`src/rtl/ce_result_packer_pkg.sv`:
```
// ce_result_packer_pkg: shared types and constants for the compute-engine result packer.
//   CE_RES_W        - width of one FP16 result
//   ce_pack_state_t - packer FSM state (IDLE=0, COLLECT=1, DRAIN=2, DONE=3)
package ce_result_packer_pkg;

  localparam int unsigned CE_RES_W = 16;

  typedef enum logic [1:0] {
    S_IDLE    = 2'd0,
    S_COLLECT = 2'd1,
    S_DRAIN   = 2'd2,
    S_DONE    = 2'd3
  } ce_pack_state_t;

endpackage

```
`src/rtl/ce_word_fifo.sv`:
```
// ce_word_fifo: synchronous FIFO with registered full/empty flags.
//   i_clk, i_reset_n      - clock, synchronous active-low reset (empties the FIFO)
//   i_push, i_push_data   - write request and data (ignored when full)
//   i_pop, o_pop_data     - read request (ignored when empty), head-of-queue data
//   o_full, o_empty       - registered occupancy flags
module ce_word_fifo
  import ce_result_packer_pkg::*;
#(
  parameter int unsigned WIDTH = 8,
  parameter int unsigned DEPTH = 8
) (
  input  logic             i_clk,
  input  logic             i_reset_n,
  input  logic             i_push,
  input  logic [WIDTH-1:0] i_push_data,
  input  logic             i_pop,
  output logic [WIDTH-1:0] o_pop_data,
  output logic             o_full,
  output logic             o_empty
);

  localparam int unsigned AW = (DEPTH > 1) ? $clog2(DEPTH) : 1;
  localparam int unsigned CW = AW + 1;

  logic [WIDTH-1:0] mem_q [DEPTH];
  logic [AW-1:0]    wr_ptr_q;
  logic [AW-1:0]    rd_ptr_q;
  logic [CW-1:0]    count_q;
  logic [CW-1:0]    count_d;
  logic             full_q;
  logic             empty_q;
  logic             do_push;
  logic             do_pop;

  assign do_push = i_push && !full_q;
  assign do_pop  = i_pop && !empty_q;

  // Occupancy after this edge; a simultaneous push and pop leaves it unchanged.
  always_comb begin
    count_d = count_q;
    if (do_push && !do_pop) begin
      count_d = count_q + CW'(1);
    end else if (do_pop && !do_push) begin
      count_d = count_q - CW'(1);
    end
  end

  // Pointers and flags.
  always_ff @(posedge i_clk) begin
    if (!i_reset_n) begin
      wr_ptr_q <= '0;
      rd_ptr_q <= '0;
      count_q  <= '0;
      full_q   <= 1'b0;
      empty_q  <= 1'b1;
    end else begin
      if (do_push) begin
        wr_ptr_q <= wr_ptr_q + AW'(1);
      end
      if (do_pop) begin
        rd_ptr_q <= rd_ptr_q + AW'(1);
      end
      count_q <= count_d;
      full_q  <= (count_d == CW'(DEPTH));
      empty_q <= (count_d == '0);
    end
  end

  // Storage needs no reset: the flags decide what is valid.
  always_ff @(posedge i_clk) begin
    if (do_push) begin
      mem_q[wr_ptr_q] <= i_push_data;
    end
  end

  assign o_pop_data = mem_q[rd_ptr_q];
  assign o_full     = full_q;
  assign o_empty    = empty_q;

endmodule

```
`src/rtl/ce_result_packer.sv`:
```
// ce_result_packer: packs PACK FP16 results per output word, buffers words in a
// DEPTH-entry FIFO and drains them under downstream full/almost-full backpressure.
//   i_clk, i_reset_n                  - clock, synchronous active-low reset
//   i_tile_en, i_tile_expected        - tile start pulse and its result count
//   i_res_valid, i_res_data, o_res_ready - result input handshake
//   o_result_data/keep/valid          - packed output word, lane mask, one-cycle pulse
//   i_result_full, i_result_afull     - downstream backpressure
//   o_tile_done                       - one-cycle pulse after the tile's last word left
//   o_state, o_result_count, o_err    - FSM state, accepted results, sticky protocol error
//   o_stall_cycles                    - backpressure stall counter; live only when
//                                       CE_RESULT_STALL_CNT_EN is defined, else 0
module ce_result_packer
  import ce_result_packer_pkg::*;
#(
  parameter int unsigned RES_W = CE_RES_W,
  parameter int unsigned PACK  = 4,
  parameter int unsigned DEPTH = 8,
  parameter int unsigned CNT_W = 16
) (
  input  logic                  i_clk,
  input  logic                  i_reset_n,
  input  logic                  i_tile_en,
  input  logic [CNT_W-1:0]      i_tile_expected,
  input  logic                  i_res_valid,
  input  logic [RES_W-1:0]      i_res_data,
  output logic                  o_res_ready,
  output logic [PACK*RES_W-1:0] o_result_data,
  output logic [PACK-1:0]       o_result_keep,
  output logic                  o_result_valid,
  input  logic                  i_result_full,
  input  logic                  i_result_afull,
  output logic                  o_tile_done,
  output logic [1:0]            o_state,
  output logic [CNT_W-1:0]      o_result_count,
  output logic                  o_err,
  output logic [15:0]           o_stall_cycles
);

  localparam int unsigned WORD_W  = PACK * RES_W;
  localparam int unsigned IDX_W   = (PACK > 1) ? $clog2(PACK) : 1;
  localparam int unsigned FIFO_W  = WORD_W + PACK;
  localparam int unsigned STALL_W = 16;

  ce_pack_state_t    state_q;
  ce_pack_state_t    state_d;

  logic [CNT_W-1:0]  exp_q;
  logic [CNT_W-1:0]  cnt_q;
  logic [CNT_W-1:0]  cnt_inc;
  logic [IDX_W-1:0]  idx_q;
  logic [WORD_W-1:0] pack_data_q;
  logic [PACK-1:0]   pack_keep_q;
  logic [WORD_W-1:0] merged_data;
  logic [PACK-1:0]   merged_keep;
  logic [WORD_W-1:0] out_data_q;
  logic [PACK-1:0]   out_keep_q;
  logic              out_valid_q;
  logic              err_q;

  logic              res_ready;
  logic              tile_done;
  logic              tile_start;
  logic              accept;
  logic              last_acc;
  logic              push;
  logic              pop;
  logic              proto_err;
  logic [FIFO_W-1:0] fifo_rd;
  logic              fifo_full;
  logic              fifo_empty;

  assign tile_start = (state_q == S_IDLE) && i_tile_en;
  assign accept     = i_res_valid && res_ready;
  assign cnt_inc    = (&cnt_q) ? cnt_q : cnt_q + CNT_W'(1);
  assign last_acc   = accept && (cnt_inc == exp_q);
  // A word leaves the pack register when its top lane fills or the tile ends.
  assign push       = accept && ((idx_q == IDX_W'(PACK - 1)) || (cnt_inc == exp_q));
  assign pop        = (state_q != S_IDLE) && !fifo_empty && !i_result_afull && !i_result_full;
  assign proto_err  = (i_tile_en && (state_q != S_IDLE)) || (i_res_valid && (state_q == S_IDLE));

  // Current pack register with the incoming result dropped into lane idx.
  always_comb begin
    merged_data = pack_data_q;
    merged_keep = pack_keep_q;
    for (int unsigned l = 0; l < PACK; l++) begin
      if (idx_q == IDX_W'(l)) begin
        merged_data[l*RES_W +: RES_W] = i_res_data;
        merged_keep[l]                = 1'b1;
      end
    end
  end

  // FSM state register.
  always_ff @(posedge i_clk) begin
    if (!i_reset_n) begin
      state_q <= S_IDLE;
    end else begin
      state_q <= state_d;
    end
  end

  // FSM next state and state-decoded outputs.
  always_comb begin
    state_d   = state_q;
    res_ready = 1'b0;
    tile_done = 1'b0;
    unique case (state_q)
      S_IDLE: begin
        if (i_tile_en) begin
          state_d = (i_tile_expected == '0) ? S_DONE : S_COLLECT;
        end
      end
      S_COLLECT: begin
        // Full flag is registered, so a pop this cycle cannot reopen ready.
        res_ready = !fifo_full && (cnt_q < exp_q);
        if (last_acc) begin
          state_d = S_DRAIN;
        end
      end
      S_DRAIN: begin
        if (fifo_empty && !pop) begin
          state_d = S_DONE;
        end
      end
      S_DONE: begin
        tile_done = 1'b1;
        state_d   = S_IDLE;
      end
      default: state_d = S_IDLE;
    endcase
  end

  // Tile bookkeeping, pack register, output word and error flag.
  always_ff @(posedge i_clk) begin
    if (!i_reset_n) begin
      exp_q       <= '0;
      cnt_q       <= '0;
      idx_q       <= '0;
      pack_data_q <= '0;
      pack_keep_q <= '0;
      out_data_q  <= '0;
      out_keep_q  <= '0;
      out_valid_q <= 1'b0;
      err_q       <= 1'b0;
    end else begin
      if (tile_start) begin
        exp_q       <= i_tile_expected;
        cnt_q       <= '0;
        idx_q       <= '0;
        pack_data_q <= '0;
        pack_keep_q <= '0;
      end else if (accept) begin
        cnt_q <= cnt_inc;
        if (push) begin
          idx_q       <= '0;
          pack_data_q <= '0;
          pack_keep_q <= '0;
        end else begin
          idx_q       <= idx_q + IDX_W'(1);
          pack_data_q <= merged_data;
          pack_keep_q <= merged_keep;
        end
      end
      if (proto_err) begin
        err_q <= 1'b1;
      end
      out_valid_q <= pop;
      if (pop) begin
        out_data_q <= fifo_rd[WORD_W-1:0];
        out_keep_q <= fifo_rd[FIFO_W-1 -: PACK];
      end
    end
  end

  ce_word_fifo #(
    .WIDTH (FIFO_W),
    .DEPTH (DEPTH)
  ) u_fifo (
    .i_clk       (i_clk),
    .i_reset_n   (i_reset_n),
    .i_push      (push),
    .i_push_data ({merged_keep, merged_data}),
    .i_pop       (pop),
    .o_pop_data  (fifo_rd),
    .o_full      (fifo_full),
    .o_empty     (fifo_empty)
  );

`ifdef CE_RESULT_STALL_CNT_EN
  logic [STALL_W-1:0] stall_q;

  // Cycles a buffered word was held back by downstream; saturating.
  always_ff @(posedge i_clk) begin
    if (!i_reset_n) begin
      stall_q <= '0;
    end else if (tile_start) begin
      stall_q <= '0;
    end else if (!fifo_empty && (i_result_afull || i_result_full) && !(&stall_q)) begin
      stall_q <= stall_q + STALL_W'(1);
    end
  end

  assign o_stall_cycles = stall_q;
`else
  assign o_stall_cycles = '0;
`endif

  assign o_res_ready    = res_ready;
  assign o_tile_done    = tile_done;
  assign o_state        = state_q;
  assign o_result_count = cnt_q;
  assign o_result_data  = out_data_q;
  assign o_result_keep  = out_keep_q;
  assign o_result_valid = out_valid_q;
  assign o_err          = err_q;

endmodule

```
`config.mk`:
```
export PLATFORM = sky130hd
export DESIGN_NAME = ce_result_packer
export DESIGN_NICKNAME = d
export VERILOG_FILES = /design/src/rtl/ce_result_packer_pkg.sv /design/src/rtl/ce_word_fifo.sv /design/src/rtl/ce_result_packer.sv
export SDC_FILE = /design/constraint.sdc
export NUM_CORES = 1
export LEC_CHECK = 0
export ABC_CLOCK_PERIOD_IN_PS = 13300
export CORE_MARGIN = 2
export CORE_UTILIZATION = 40
export DETAILED_ROUTE_END_ITERATION = 16
export PLACE_DENSITY_LB_ADDON = 0.05
export SLEW_MARGIN = 20
export SYNTH_ARGS = -nofsm -noshare
export SYNTH_HDL_FRONTEND = slang
export SYNTH_SLANG_ARGS = --single-unit
export TNS_END_PERCENT = 100
```
`constraint.sdc`:
```
create_clock -name i_clk -period 13.3 [get_ports i_clk]
set_clock_uncertainty 0.15 [all_clocks]
set_input_delay 1.33 -clock i_clk [delete_from_list [all_inputs] [get_ports i_clk]]
set_output_delay 1.33 -clock i_clk [all_outputs]
set_load 0.005 [all_outputs]
```
==> run metrics, run 1 <==
dpl cell area=31,200 um2; Pwr per Cell Area=148 nW/um2; maximum vdd drop=0.117 mV; critical path's top delay family=simple AND/OR/NAND/NOR gates; antenna-violating nets left=0; Iter 0 DRT Violations=971; slowest CP cell=buf_4; initial antenna violation count=6; first-pass GRT wire length=104,000 um; vias in the first global route=16,200; largest net degree at the start of global routing=100; Core Area=71,500 um2; GRT overflow=0; synthesis-stage register bit count=730; Tmin final=6.03 ns; DR DRC count=0; f_max=166 MHz; Clock Sinks=730; via/cell ratio=5.39; slew margin rel.=30.7%; run status=completed; vias=15,600; Worst EP arrival=6.11 ns; Hold Vio Cnt, Final=0; Mapped Cells=1,746; Min Hold Slack=0.301 ns; worst-path fanout max=51; Setup Fix Bufs, Post-CTS=0; non-filler cells, final=2,887; CP cell instances=ha_1 > nand3_2 > nor4_4 > nand3_2 > a221o_1 > nor4_1 > nor4b_4 > nor2_1 > nor2_1 > nand2_1 > nor2_4 > buf_4; site row count=98; Starting Density=40.4%; warnings from Yosys=0; # Max-Cap Violations=0; Routed WL=69,300 um; num ports=144; layout cells sized above 1=19.4%; CP Buf/Inv Count=1; Skew-Pair Late Insertion Delay=0.61 ns; Area Overhead vs Synth=16.6%; drt first pass iters=4; hold buffers post-CTS=0; worst slew pin tran=1.04 ns; CTS Buf Count=77; Max stage delay on crit path=0.86 ns; Startpoint Class=flip-flop; Tcrit/Tclk final=45.4%; TritonCTS clock tree=built; DP Cell Count=2,744; n_diodes=0; Final Setup Violations=0; async set or reset register ratio after synthesis=0%; Total Routing Usage GR=18.9%; WP data required=13.37 ns; Die Wd=273 um; CTS resizes=0; cell area after layout=33,700 um2; CTS root buf=clkbuf_16; Hold WC Path Type=flip-flop to flip-flop; DIE HEIGHT=273 um; Seq/Total Area, Yosys=69.4%; post-layout util=47.1%; final slew viol count=0; synth unique cells=65; Worst setup EP type=flip-flop; Buffers on Ports=127; CTS max path bufs=3; die area=74,400 um2; HPWL after DPL=38,600 um; nets=1,939; final setup TNS=0 ns; wire per inst=24.0 um; CTS HTree Levels=3; syn_area_per_cell=16.6 um2; RSZ-0062 raised after global routing=no; Post-Syn Area=28,900 um2; FF-to-FF setup slack=7.27 ns; dominant synthesized flop cell=edfxtp_1; Placer Congestion=0.800; Setup CP Type=flip-flop to flip-flop; clock-pin slew of the registers on the worst-case setup and hold paths=0.06 ns; number of synthesized flops with an enable pin=544; Leakage Power=10.6 nW
==> synthesized netlist by cell type (2+ instances only) <==
| cell type | count | share of area, % |
|---|---|---|
| edfxtp_1 | 544 | 57 |
| dfxtp_1 | 186 | 13 |
| nor2_1 | 156 | 2.0 |
| mux4_2 | 136 | 11 |
| clkbuf_1 | 76 | 0.99 |
| mux2i_1 | 73 | 2.5 |
| a211oi_1 | 72 | 1.9 |
| mux2_2 | 65 | 2.5 |
| nand2_1 | 55 | 0.71 |
| a22oi_1 | 49 | 1.3 |
| a21oi_1 | 34 | 0.59 |
| ha_1 | 28 | 1.2 |
| buf_1 | 26 | 0.34 |
| inv_1 | 26 | 0.34 |
| and2_1 | 24 | 0.52 |
| xnor2_1 | 18 | 0.55 |
| buf_4 | 16 | 0.42 |
| nor3_1 | 15 | 0.26 |
| nor4_1 | 14 | 0.30 |
| o21ai_0 | 14 | 0.24 |
| nand3_1 | 12 | 0.21 |
| xor2_1 | 12 | 0.36 |
| nand4_1 | 11 | 0.24 |
| buf_2 | 6 | 0.10 |
| a31oi_1 | 5 | 0.11 |
| and3_1 | 5 | 0.11 |
| nand2b_1 | 4 | 0.087 |
| or2_2 | 4 | 0.087 |
| or4_1 | 4 | 0.10 |
| a311oi_1 | 3 | 0.091 |
| nand3_2 | 3 | 0.10 |
| nor2b_1 | 3 | 0.065 |
| nor4_2 | 3 | 0.13 |
| o211ai_1 | 3 | 0.078 |
| o32ai_1 | 3 | 0.091 |
| or3_1 | 3 | 0.065 |
| and4_1 | 2 | 0.061 |
| nor3b_1 | 2 | 0.052 |
| nor4b_1 | 2 | 0.061 |
| nor4b_2 | 2 | 0.10 |
| o2111ai_1 | 2 | 0.061 |
| o311a_1 | 2 | 0.069 |
==> power breakdown <==
group | leakage, nW | internal [W] | switching (W)
combinational | 2.81 | 0.000133 | 0.000257
sequential | 6.57 | 0.00248 | 0.0000279
clock | 1.22 | 0.00123 | 0.000864
total | 10.6 | 0.00385 | 0.00115
==> cell families (layout without fill, tap and decap cells) <==
group	Yosys count	in the layout	share of synthesized area (%)
muxes	274	274	15.7
buffers and inverters	151	327	2.19
and+or+nand+nor	329	329	5.56
other	1	16	0.0130
AOI/OAI and AO/OA	202	202	4.98
DFF	730	730	69.4
adders and majority gates	28	28	1.21
xor gates and xnor gates	31	31	0.987
==> layout by cell type, fill, tap and decap left out, types with 4 or more instances in the layout <==
cell type        netlist  routed
edfxtp_1             544     544
dfxtp_1              186     183
nor2_1               156     154
mux4_2               136     136
clkdlybuf4s50_1        0     127
clkbuf_16              0      82
mux2i_1               73      73
a211oi_1              72      72
mux2_2                65      65
nand2_1               55      53
a22oi_1               49      49
a21oi_1               34      34
buf_4                 16      29
ha_1                  28      28
clkbuf_1              76      27
inv_1                 26      26
and2_1                24      24
xnor2_1               18      18
conb_1                 1      16
o21ai_0               14      14
nand3_1               12      12
xor2_1                12      12
nor4_1                14      12
nor3_1                15      12
nand4_1               11      11
clkbuf_8               0      11
clkinv_2               0      11
clkinv_1               1       7
nor4_2                 3       5
and3_1                 5       5
a31oi_1                5       5
or2_2                  4       4
nand2b_1               4       4
or4_1                  4       4
nor4b_2                2       4
nor3_2                 1       4
==> sequential cells by signal, summed over array words and instances, names as in the netlist <==
register	count
u_fifo.mem_q	544
o_result_data	64
pack_data_q	64
exp_q	16
o_result_count	16
o_result_keep	4
pack_keep_q	4
u_fifo.count_q	4
u_fifo.rd_ptr_q	3
u_fifo.wr_ptr_q	3
idx_q	2
o_state	2
o_err	1
o_result_valid	1
u_fifo.o_empty	1
u_fifo.o_full	1
==> layout make-up <==
cell class,instances,area (um2)
repair buffers,157,1510
inverters,27,104
well taps,950,1190
clock inverters,23,185
flip-flops and latches,730,20100
fillers,6121,37800
clock buffers,120,2300
multi-input cells,880,8330
==> worst paths after layout <==
check | from | endpoint | depth (start not counted)
setup / recovery | o_result_count[0] | u_fifo.mem_q[7][63] | 12
hold reg to reg | pack_data_q[58] | pack_data_q[58] | 1
setup reg to reg | o_result_count[0] | u_fifo.mem_q[7][63] | 12
hold / removal | pack_data_q[58] | pack_data_q[58] | 1
==> worst register-to-register path, cell delays in order, from the launching register on <==
cell and delay [ns]:
dfxtp_1 0.45, ha_1 0.26, nand3_2 0.34, nor4_4 0.85
nand3_2 0.14, a221o_1 0.36, nor4_1 0.29, nor4b_4 0.44
nor2_1 0.10, nor2_1 0.39, nand2_1 0.30, nor2_4 0.66
buf_4 0.86
==> through the flow <==
step           worst slack [ns]  power (W)
6_report                   7.27    0.00499
5_1_grt                    6.69    0.00520
4_1_cts                    7.23    0.00506
3_5_place_dp               7.21    0.00295
3_3_place_gp               7.31    0.00294
2_1_floorplan              2.78    0.00279
==> routing by layer <==
| metal | up-vias | share of wire (%) | GRT usage [%] | routed length (um) |
|---|---|---|---|---|
| met5 | - | 0 | 0 | 0 |
| met4 | 0 | 1.9 | 5.48 | 1300 |
| met1 | 8123 | 44 | 25.0 | 30200 |
| met2 | 291 | 51 | 32.3 | 35000 |
| met3 | 83 | 4.0 | 3.06 | 2740 |
| li1 | 7074 | - | - | - |
Note: power is estimated with default switching activity, not from simulation.
==> inputs of run 2 (changes only) <==
--- a/config.mk
+++ b/config.mk
@@ -5,7 +5,7 @@
 export SDC_FILE = /design/constraint.sdc
 export NUM_CORES = 1
 export LEC_CHECK = 0
-export ABC_CLOCK_PERIOD_IN_PS = 13300
+export ABC_CLOCK_PERIOD_IN_PS = 5760
 export CORE_MARGIN = 2
 export CORE_UTILIZATION = 40
 export DETAILED_ROUTE_END_ITERATION = 16
==> constraint.sdc (replaced) <==
create_clock -name i_clk -period 5.76 [get_ports i_clk]
set_clock_uncertainty 0.15 [all_clocks]
set_input_delay 0.576 -clock i_clk [delete_from_list [all_inputs] [get_ports i_clk]]
set_output_delay 0.576 -clock i_clk [all_outputs]
set_load 0.005 [all_outputs]
==> run metrics, run 2 (synthesis gave the netlist of run 1 again) <==
run status=completed (unchanged); drt first pass iters=5 (was 4); Die Wd=273 um (unchanged); clock network power share=42.5% (was 42.0%); CTS root buf=clkbuf_16 (unchanged); CTS Buf Count=80 (was 77); Sw Share=22.9% (was 23.0%); Clock Sinks=730 (unchanged); worst r2r src=o_result_count[13] (was o_result_count[0]); FF-to-FF End=u_fifo.mem_q[3][2] (was u_fifo.mem_q[7][63]); worst slew pin tran=1.04 ns (about the same); layout cells sized above 1=19.4% (about the same); slew margin rel.=30.8% (was 30.7%); WP data required=5.85 ns (was 13.37 ns); Startpoint Class=flip-flop (unchanged); vias in the first global route=15,900 (was 16,200); max FFs per register=544 (unchanged); GRT overflow=0 (unchanged); logic gate share of total power=7.9% (was 7.8%); FF-to-FF setup slack=0.95 ns (was 7.27 ns); n_diodes=0 (unchanged); first-pass GRT wire length=103,000 um (was 104,000 um); DR DRC count=0 (unchanged); final slew viol count=0 (unchanged); Pwr per Cell Area=343 nW/um2 (was 148 nW/um2); Sw Pwr=0.00267 W (was 0.00115 W); hold buffers post-CTS=0 (unchanged); Pint=0.00900 W (was 0.00385 W); largest net degree at the start of global routing=69 (was 100); Hold WC Path Type=flip-flop to flip-flop (unchanged); clock-pin slew of the registers on the worst-case setup and hold paths=0.06 ns (about the same); hold endpoint=pack_keep_q[3] (was pack_data_q[58]); cell area after layout=34,000 um2 (was 33,700 um2); hold depth=1 (unchanged); initial antenna violation count=7 (was 6); Total Routing Usage GR=18.7% (was 18.9%); CTS resizes=0 (unchanged); final setup TNS=0 ns (unchanged); site row count=98 (unchanged); antenna-violating nets left=0 (unchanged); Seq pwr share=49.6% (was 50.2%); via/cell ratio=5.36 (was 5.39); TritonCTS clock tree=built (unchanged); # Max-Cap Violations=0 (unchanged); maximum vdd drop=0.256 mV (was 0.117 mV); DIE HEIGHT=273 um (unchanged); Worst setup EP type=flip-flop (unchanged); commonest non-fill, non-tap cells in the layout=544 x edfxtp_1, 183 x dfxtp_1, 155 x nor2_1, 136 x mux4_2, 127 x clkdlybuf4s50_1 (was 544 x edfxtp_1, 183 x dfxtp_1, 154 x nor2_1, 136 x mux4_2, 127 x clkdlybuf4s50_1); f_max=208 MHz (was 166 MHz); DP Cell Count=2,749 (was 2,744); post-layout util=47.5% (was 47.1%); Skew-Pair Late Insertion Delay=0.61 ns (about the same); worst-path fanout max=68 (was 51); Tmin final=4.81 ns (was 6.03 ns); most flop-heavy register=u_fifo.mem_q (unchanged); non-filler cells, final=2,896 (was 2,887); Starting Density=40.4% (unchanged); HPWL after DPL=38,500 um (was 38,600 um); CTS max path bufs=3 (unchanged); Setup CP Type=flip-flop to flip-flop (unchanged); die area=74,400 um2 (unchanged); Worst EP arrival=4.90 ns (was 6.11 ns); vias=15,500 (was 15,600); Placer Congestion=0.804 (was 0.800); Routed WL=68,600 um (was 69,300 um); num ports=144 (unchanged); Area Overhead vs Synth=17.5% (was 16.6%); Iter 0 DRT Violations=1,032 (was 971); CTS HTree Levels=3 (unchanged); wire per inst=23.7 um (was 24.0 um); Final Setup Violations=0 (unchanged); Setup Fix Bufs, Post-CTS=0 (unchanged); Tcrit/Tclk final=83.5% (was 45.4%); min-delay src=pack_keep_q[3] (was pack_data_q[58]); dpl cell area=31,400 um2 (was 31,200 um2); most common cell after layout, fill and taps aside=edfxtp_1 (unchanged); nets=1,947 (was 1,939); RSZ-0062 raised after global routing=no (unchanged); R2R depth=11 (was 12); Core Area=71,500 um2 (unchanged); Hold Vio Cnt, Final=0 (unchanged); Buffers on Ports=127 (unchanged); Leakage Power=10.7 nW (was 10.6 nW)
[run 2: changes by cell type in the layout (fill, tap and decap cells not counted), sizes merged]
cell | previous run | this run
buf | 30 | 35
bufinv | 2 | 3
clkbuf | 120 | 127
clkinv | 19 | 15
clkinvlp | 1 | 0
inv | 28 | 29
[run 2: layout make-up]
type,instances,area [um2]
clock inverters,20,186
multi-input cells,880,8380
repair buffers,162,1660
fillers,6182,37500
flip-flops and latches,730,20100
inverters,27,104
clock buffers,127,2370
well taps,950,1190
[run 2: routing by layer]
metal	global-route usage, %	wire length, um
met5	0	0
met2	31.6	34200
met1	25.2	30400
met4	5.32	1250
met3	2.73	2750
[run 2: worst max-delay path by stage]
stage	startpoint	to	slack [ns]	cells after the start
after global placement	o_result_count[12]	u_fifo.mem_q[3][5]	1.00	11
after detailed placement	o_result_count[13]	u_fifo.mem_q[3][4]	0.89	11
final	o_result_count[13]	u_fifo.mem_q[3][2]	0.95	11
after floorplan	o_result_count[0]	u_fifo.mem_q[4][0]	-1.37	11
after global routing	o_result_count[13]	u_fifo.mem_q[3][2]	0.56	11
after CTS	o_result_count[13]	u_fifo.mem_q[3][56]	0.89	11
[run 2: per-stage QoR]
stage,worst slack (ns),total power (W),hold WS (ns)
after floorplan,-1.37,0.00644,0.272
final,0.951,0.0117,0.302
after CTS,0.887,0.0118,0.306
after detailed placement,0.892,0.00682,0.290
after global placement,1.00,0.00680,0.287
after global routing,0.556,0.0121,0.314
[run 2: worst max-delay path, stage by stage (launching register included)]
cell and delay (ns):
dfxtp_1 0.58, nand4_1 0.38, nor4_4 0.76, nand3_2 0.11, a221o_1 0.36, nor4_1 0.31
nor4b_4 0.46, nor2_1 0.08, nor2_1 0.17, nand2_1 0.26, nor3b_4 0.31, buf_12 0.47
[run 2: power groups by stage]
stage               sequential (W)  clock (W)  combinational (W)
finish                     0.00579    0.00496           0.000917
global route               0.00580    0.00533            0.00100
CTS                        0.00579    0.00511           0.000922
detailed placement         0.00590          0           0.000918
global placement           0.00590          0           0.000905
floorplan                  0.00588          0           0.000558
==> inputs of run 3 (changes only) <==
--- a/config.mk
+++ b/config.mk
@@ -5,7 +5,7 @@
 export SDC_FILE = /design/constraint.sdc
 export NUM_CORES = 1
 export LEC_CHECK = 0
-export ABC_CLOCK_PERIOD_IN_PS = 5760
+export ABC_CLOCK_PERIOD_IN_PS = 4400
 export CORE_MARGIN = 2
 export CORE_UTILIZATION = 40
 export DETAILED_ROUTE_END_ITERATION = 16
==> constraint.sdc (replaced) <==
create_clock -name i_clk -period 4.4 [get_ports i_clk]
set_clock_uncertainty 0.15 [all_clocks]
set_input_delay 0.44 -clock i_clk [delete_from_list [all_inputs] [get_ports i_clk]]
set_output_delay 0.44 -clock i_clk [all_outputs]
set_load 0.005 [all_outputs]
==> run metrics, run 3 (synthesis gave the netlist of run 1 again) <==
register area=20,100 um2 (about the same); largest net degree at the start of global routing=69 (unchanged); CTS root buf=clkbuf_16 (unchanged); antenna-violating nets left=0 (unchanged); Final Setup Violations=0 (unchanged); commonest non-fill, non-tap cells in the layout=544 x edfxtp_1, 179 x dfxtp_1, 154 x nor2_1, 136 x mux4_2, 127 x clkdlybuf4s50_1 (was 544 x edfxtp_1, 183 x dfxtp_1, 155 x nor2_1, 136 x mux4_2, 127 x clkdlybuf4s50_1); Tcrit/Tclk final=95.2%; area of the multi-input gates=8420 um2 (was 8380 um2); GRT overflow=0 (unchanged); worst-path fanout max=11 (was 68); # Max-Cap Violations=0 (unchanged); Clock Sinks=730 (unchanged); worst slew pin tran=1.03 ns (was 1.04 ns); non-filler cells, final=2,920 (was 2,896); Fillers=6,064 (was 6,182); drt first pass iters=7 (was 5); Worst EP arrival=3.60 ns (was 4.90 ns); hold buffers post-CTS=0 (unchanged); initial antenna violation count=4 (was 7); Hold Vio Cnt, Final=0 (unchanged); site row count=98 (unchanged); Total Routing Usage GR=19.0% (was 18.7%); final slew viol count=0 (unchanged); vias=15,700 (was 15,500); Starting Density=40.4% (unchanged); Final Power=0.0155 W (was 0.0117 W); Skew-Pair Late Insertion Delay=0.62 ns (was 0.61 ns); CTS HTree Levels=3 (unchanged); n_diodes=0 (unchanged); dpl cell area=31,700 um2 (was 31,400 um2); CTS max path bufs=3 (unchanged); DR DRC count=0 (unchanged); Worst setup EP type=primary output (was flip-flop); TritonCTS clock tree=built (unchanged); via/cell ratio=5.36 (about the same); Setup WS pre-CTS=0.260 ns (was 0.892 ns); slew margin rel.=31.4% (was 30.8%); Placer Congestion=0.833 (was 0.804); die area=74,400 um2 (unchanged); wire per inst=23.9 um (was 23.7 um); Die Wd=273 um (unchanged); final worst slack=0.210 ns (was 0.951 ns); max FFs per register=544 (unchanged); Min Hold Slack=0.262 ns (was 0.302 ns); num ports=144 (unchanged); Area Overhead vs Synth=19.0% (was 17.5%); DP Cell Count=2,766 (was 2,749); run status=completed (unchanged); clock-pin slew of the registers on the worst-case setup and hold paths=0.05 ns (was 0.06 ns); cell area after layout=34,400 um2 (was 34,000 um2); WP data required=3.81 ns (was 5.85 ns); most flop-heavy register=u_fifo.mem_q (unchanged); Pwr per Cell Area=450 nW/um2 (was 343 nW/um2); Buffers on Ports=127 (unchanged); maximum vdd drop=0.263 mV (was 0.256 mV); Startpoint Class=flip-flop (unchanged); most common cell after layout, fill and taps aside=edfxtp_1 (unchanged); Hold WC Path Type=input port to flip-flop (was flip-flop to flip-flop); DIE HEIGHT=273 um (unchanged); Iter 0 DRT Violations=898 (was 1,032); Tmin final=4.19 ns; Core Area=71,500 um2 (unchanged); Routed WL=69,900 um (was 68,600 um); vias in the first global route=16,200 (was 15,900); HPWL after DPL=42,100 um (was 38,500 um); RSZ-0062 raised after global routing=no (unchanged); Setup CP Type=flip-flop to primary output (was flip-flop to flip-flop); f_max=239 MHz; CTS Buf Count=81 (was 80); nets=1,967 (was 1,947); layout cells sized above 1=21.5% (was 19.4%); first-pass GRT wire length=105,000 um (was 103,000 um); Leakage Power=10.9 nW (was 10.7 nW)
run 3: changes by cell type in the layout (fill, tap and decap cells not counted), sizes merged:
cell	delta
buf	+18
clkbuf	-4
clkinv	+11
inv	-1
run 3: per-layer routing:
metal	part of all wire [%]	up-vias	GRT usage, %
met5	0	-	0
met4	1.8	0	5.05
met3	4.1	87	3.23
met2	49	293	32.0
met1	45	8133	25.7
li1	-	7146	-
run 3: worst max-delay path, stage by stage (launching register included):
cell and delay, ns:
dfxtp_1 0.56, ha_1 0.31, a21oi_1 0.14, o21ai_0 0.19
a2111oi_0 0.47, o21ai_0 0.23, a21oi_1 0.25, buf_4 0.27
clkdlybuf4s50_1 0.54
run 3: where the power goes:
| group | total (W) | internal [W] | leakage [nW] | switching (W) |
|---|---|---|---|---|
| clock | 0.00672 | 0.00400 | 1.33 | 0.00272 |
| sequential | 0.00758 | 0.00749 | 6.57 | 0.0000875 |
| combinational | 0.00119 | 0.000426 | 2.97 | 0.000763 |
run 3: timing repair:
item,CTS,global route
setup buffers,0,2
setup endpoints to repair,0,48
resized for setup,0,1
run 3: cell type report:
type                       instances  area share [%]
multi-input combinational        880            24.5
sequential                       730            58.4
timing repair buffer             181            5.58
inverter                          27           0.302
clock inverter                    30           0.789
clock buffer                     122            7.05
tap                              950            3.46
run 3: final timing paths:
kind / from / endpoint / slack, ns / cells after the start
max: o_result_count[9] / o_res_ready / 0.21 / 8
min: i_tile_expected[6] / exp_q[6] / 0.26 / 3
max reg2reg: o_result_count[1] / u_fifo.mem_q[5][59] / 0.25 / 14
min reg2reg: pack_data_q[61] / pack_data_q[61] / 0.31 / 1
run 3: metrics by stage:
stage | TNS, ns | util (%)
2_1_floorplan | -313.73 | -
5_1_grt | 0 | 48.1
6_report | 0 | 48.1
4_1_cts | 0 | 48.1
3_3_place_gp | 0 | 44.3
3_5_place_dp | 0 | 44.3
